$ cat config.mk
export PLATFORM = sky130hd
export DESIGN_NAME = dcache_line_fill
export DESIGN_NICKNAME = d
export VERILOG_FILES = /design/src/rtl/dcache_line_fill.sv
export SDC_FILE = /design/constraint.sdc
export NUM_CORES = 1
export LEC_CHECK = 0
export BUFFER_PORTS_ARGS = -buffer_cell sky130_fd_sc_hd__buf_4
export CAP_MARGIN = 20
export CORE_AREA = 5 5 184 186
export CTS_CLUSTER_DIAMETER = 50
export CTS_CLUSTER_SIZE = 30
export DETAILED_ROUTE_END_ITERATION = 10
export DIE_AREA = 0 0 189 191
export PLACE_DENSITY = 0.76
export SLEW_MARGIN = 5
export SYNTH_ARGS = -nofsm -noshare
export SYNTH_HDL_FRONTEND = slang
export SYNTH_SLANG_ARGS = --single-unit
$ cat constraint.sdc
create_clock -name clk -period 2.4 [get_ports clk]
set_input_delay 0.12 -clock clk [delete_from_list [all_inputs] [get_ports clk]]
set_output_delay 0.12 -clock clk [all_outputs]
set_load 0.01 [all_outputs]
$ cat src/rtl/dcache_line_fill.sv
// Data-cache line-fill engine: fetches a 256-bit line as a 4-beat critical-word-first
// wrapped burst on a 64-bit bus, then writes the assembled line to the cache in one cycle.
module dcache_line_fill #(
  parameter int TO_LIMIT = 255,
  parameter int AW       = 38
) (
  input  logic          clk,
  input  logic          rst,
  input  logic          req,
  input  logic [AW-1:0] req_adr,
  output logic          busy,
  output logic          done,
  output logic          err,
  output logic          cyc_o,
  output logic          stb_o,
  output logic          we_o,
  output logic [AW-1:0] adr_o,
  input  logic          ack_i,
  input  logic          err_i,
  input  logic [63:0]   dat_i,
  output logic          wr,
  output logic [31:0]   sel,
  output logic [AW-1:0] wadr,
  output logic [255:0]  line
);

  localparam int TW = $clog2(TO_LIMIT + 1);
  localparam logic [TW-1:0] TO_LAST = TW'(TO_LIMIT - 1);

  typedef enum logic [1:0] {S_IDLE, S_BUS, S_WRITE, S_DONE} state_t;

  state_t          r_state;
  logic [AW-6:0]   r_base;
  logic [1:0]      r_start;
  logic [1:0]      r_beat;
  logic [TW-1:0]   r_to_cnt;

  // 2-bit arithmetic gives the wrap within the line for free.
  logic [1:0]      w_word;
  logic [1:0]      w_next_word;

  assign w_word      = r_start + r_beat;
  assign w_next_word = w_word + 2'd1;
  assign we_o        = 1'b0;

  // NOTE: every register here is assigned with <= so all state updates on the same
  // edge see the pre-edge values; mixing in blocking assignments would reorder them.
  always_ff @(posedge clk or negedge rst) begin
    if (!rst) begin
      r_state  <= S_IDLE;
      r_base   <= '0;
      r_start  <= '0;
      r_beat   <= '0;
      r_to_cnt <= '0;
      busy     <= 1'b0;
      done     <= 1'b0;
      err      <= 1'b0;
      cyc_o    <= 1'b0;
      stb_o    <= 1'b0;
      adr_o    <= '0;
      wr       <= 1'b0;
      sel      <= '0;
      wadr     <= '0;
      line     <= '0;
    end else begin
      case (r_state)
        S_IDLE: begin
          if (req) begin
            r_base   <= req_adr[AW-1:5];
            r_start  <= req_adr[4:3];
            r_beat   <= 2'd0;
            r_to_cnt <= '0;
            busy     <= 1'b1;
            cyc_o    <= 1'b1;
            stb_o    <= 1'b1;
            err      <= 1'b0;
            adr_o    <= {req_adr[AW-1:3], 3'b000};
            r_state  <= S_BUS;
          end
        end

        S_BUS: begin
          // Bus error wins over a same-cycle ack; a timeout aborts the same way.
          if (err_i || (!ack_i && r_to_cnt == TO_LAST)) begin
            cyc_o   <= 1'b0;
            stb_o   <= 1'b0;
            err     <= 1'b1;
            done    <= 1'b1;
            r_state <= S_DONE;
          end else if (ack_i) begin
            line[{w_word, 6'b000000} +: 64] <= dat_i;
            r_beat   <= r_beat + 2'd1;
            r_to_cnt <= '0;
            if (r_beat == 2'd3) begin
              cyc_o   <= 1'b0;
              stb_o   <= 1'b0;
              wr      <= 1'b1;
              sel     <= '1;
              wadr    <= {r_base, 5'b00000};
              r_state <= S_WRITE;
            end else begin
              adr_o <= {r_base, w_next_word, 3'b000};
            end
          end else begin
            r_to_cnt <= r_to_cnt + 1'b1;
          end
        end

        S_WRITE: begin
          wr      <= 1'b0;
          sel     <= '0;
          done    <= 1'b1;
          err     <= 1'b0;
          r_state <= S_DONE;
        end

        S_DONE: begin
          done    <= 1'b0;
          busy    <= 1'b0;
          r_state <= S_IDLE;
        end

        default: r_state <= S_IDLE;
      endcase
    end
  end

endmodule

==> impl_results.md <==
- Status: finished, final reports clean
- Via count: 13800
- Worst-Margin Slew: 578 ps
- Clock Path Buffers: 3
- Final wirelength: 52.1 mm
- Area Overhead vs Synth: 40.3%
- Internal power: 17900 uW
- Worst Skew: 31.0 ps
- Min Tclk post-route: 2270 ps
- Setup crit end kind: flop
- Async S/R FF share, synth: 100%
- CP Class: reg2reg
- # DRC: 0
- Port Buffers: 465
- CP Launch Type: flop
- Max Cap Viol: 0
- Remaining global-route overflow: 0
- CP Data Arrival Time: 2700 ps
- Part of the power in registers: 34.0%
- Static Leak: 0.0106 uW
- Row cnt: 66
- First-pass GRT wire length: 80.5 mm
- DRT Pass-1 Iters: 7
- Most frequent cells in the layout: 529 x nand2_1, 480 x buf_4, 376 x dfrtp_1
- FF+latch count, synth: 376
- Busiest grt layer: met2
- Final hold vios: 0
- Distinct cell type count after synthesis: 43
- Mean Syn Cell Area: 9.87 um^2
- Met1 GRT Util: 33.4%
- Leading cell type in the layout, fill and taps excluded: nand2_1
- Final net count: 2230
- Initial antenna violation count: 0
- Critical Path RT: 2830 ps
- Die width: 189 um
- VDD IR max: 0.000716 V
- Synth Cell Area: 0.0158 mm^2
- Share of cells above drive strength 1: 29.8%
- Vias in the first global route: 14100
- EDFF count, synth: 0
- # IOs: 478
- Period Utilization, post-route: 94.8%
- Clock network power share: 22.2%
- Top_reg_cell synth: dfrtp_1
- CTS Buf Count: 38
- GPL Wtd Cong: 0.887
- Die area: 0.0361 mm^2
- Placed inst area: 0.0196 mm^2
- Die height: 191 um
- Slew headroom: 61.4%
- CTS Root Cell: clkbuf_16
- Diodes inserted: 0
- CTS tree: done
- H-tree depth: 2
- Setup TNS: 0 ps
- Worst Hold Class: in2async
- PwrDens: 1330 mW/mm^2
- Design Area, Final: 0.0221 mm^2
- Final WS setup: 126 ps
- GR Util All Layers: 27.8%
- DR iter-0 viols: 1051
- Dpl ws: 41.2 ps
- Clk Latency, worst-skew pair: 540 ps
- Worst R2R Path Depth: 9
- Syn Inst Count: 1598
- # fillers: 2363
- Final hold slack: 175 ps
- Final ANT Viol Nets: 0
- Clock Sinks: 376
- GR Util met3: 7.67%
- Wire length per cell: 20.5 um
- Core Util, Final: 68.9%
- Sw Share: 39.0%
- Placeable Area: 0.0321 mm^2
- Peak Freq: 440 MHz
- Synth warnings: 0
- Post-detail-place hpwl: 34.5 mm
- Comb pwr share: 43.9%
- Final Max Tran Viols: 0
- Setup violations, final: 0
- Initial cell density of the core: 49.1%
- Met2 usage: 48.1%
- Max FO, Critical Path: 28
- Largest net degree at the start of global routing: 77
- Switch Pwr: 11500 uW
- Drt via density: 5.41
- Sequential cell area fraction in the yosys report: 59.6%
- Clock transition at the registers of the reported paths: 70 ps
[flip-flops by register name, summed over array words and instances (netlist names)]
register  cells
done          1
sel           1
r_base       33
wadr         33
stb_o         1
adr_o        35
line        256
r_start       2
r_beat        2
r_state       2
busy          1
err           1
r_to_cnt      8
[layout make-up]
cell class	instances	area, um^2	share of cell area [%]
sequential	376	9410	42.5
multi-input combinational	1066	5500	24.9
timing repair buffer	615	5260	23.8
clock buffer	44	1050	4.73
tap	408	510	2.31
clock inverter	25	349	1.58
inverter	12	45.0	0.204
[cells in the mapped netlist (2+ instances only)]
| cell | number | area, um^2 |
|---|---|---|
| o41ai_1 | 2 | 17.5 |
| and3b_1 | 2 | 17.5 |
| nor3_1 | 4 | 20.0 |
| nand4_1 | 3 | 18.8 |
| o22ai_1 | 71 | 444 |
| mux2_1 | 31 | 349 |
| dfrtp_1 | 376 | 9410 |
| nor2b_1 | 2 | 12.5 |
| and4_1 | 2 | 17.5 |
| a21oi_1 | 46 | 230 |
| mux2i_1 | 8 | 80.1 |
| inv_1 | 9 | 33.8 |
| mux2_2 | 39 | 439 |
| clkbuf_2 | 10 | 50.1 |
| buf_2 | 47 | 235 |
| o21ai_0 | 178 | 891 |
| nor2_1 | 5 | 18.8 |
| buf_6 | 4 | 45.0 |
| nand2b_1 | 7 | 43.8 |
| o21ai_1 | 88 | 440 |
| ha_1 | 14 | 175 |
| nor3_4 | 3 | 48.8 |
| clkbuf_1 | 31 | 116 |
| buf_4 | 59 | 443 |
| inv_2 | 3 | 11.3 |
| xnor2_1 | 2 | 17.5 |
| nand2_1 | 533 | 2000 |
| nand3_1 | 4 | 20.0 |
[cell families (layout without fill, tap and decap cells)]
group | Yosys count | count (layout) | share of synthesized area (%)
AND/OR/NAND/NOR | 567 | 567 | 14.1
buffers and inverters | 164 | 696 | 5.95
other | 1 | 9 | 0.0238
flip-flops | 376 | 376 | 59.6
multiplexers | 78 | 78 | 5.50
adder cells (fa/ha/maj) | 14 | 14 | 1.11
AO/OA/AOI/OAI | 396 | 396 | 13.5
XOR/XNOR | 2 | 2 | 0.111
[layer usage]
metal | vias to the layer above | wire length, um
met3 | 126 | 4830
met4 | 0 | 2090
met2 | 643 | 25800
met5 | - | 0
met1 | 6673 | 19400
li1 | 6332 | -
[critical path: stages (launching register included)]
cell and delay (ps):
dfrtp_1 440, ha_1 240, xnor2_2 210, inv_1 110
ha_1 300, nor3_4 230, buf_12 150, buf_12 180
nand2_1 70, o21ai_1 210
[power by group through the flow]
stage          combinational (uW)  sequential [uW]  clock (uW)
6_report                    12900             9970        6510
4_1_cts                     12300             9910        6600
3_3_place_gp                11800             9890           0
5_1_grt                     14000            10200        6870
3_5_place_dp                12200            10000           0
2_1_floorplan                5520            10600           0
[worst paths after layout]
check                                    endpoint  slack, ps                   from
max                         line[104]$_DFFE_PN0P_        130  r_beat[0]$_DFFE_PN0P_
max in group asynchronous     line[0]$_DFFE_PN0P_       1400                    rst
min reg2reg                 line[204]$_DFFE_PN0P_        480  line[204]$_DFFE_PN0P_
max reg2reg                 line[104]$_DFFE_PN0P_        130  r_beat[0]$_DFFE_PN0P_
min                         r_base[8]$_DFFE_PN0P_        180                    rst
min in group clk           r_base[27]$_DFFE_PN0P_        390            req_adr[32]
[through the flow]
stage               cells  total power [uW]
floorplan            1606             16100
global placement     2368             21700
detailed placement   2368             22200
CTS                  2540             28900
global route         2546             31100
finish               2546             29400
[timing repair]
action / 4_1_cts / 5_1_grt
setup buffers: 0 / 4
gates cloned: 0 / 2
pin swaps: 1 / 3
resized for setup: 0 / 6
setup endpoints to repair: 1 / 115
hold buffers: 103 / 0
hold endpoints to repair: 393 / 0
(Power assumes the default switching activity.)
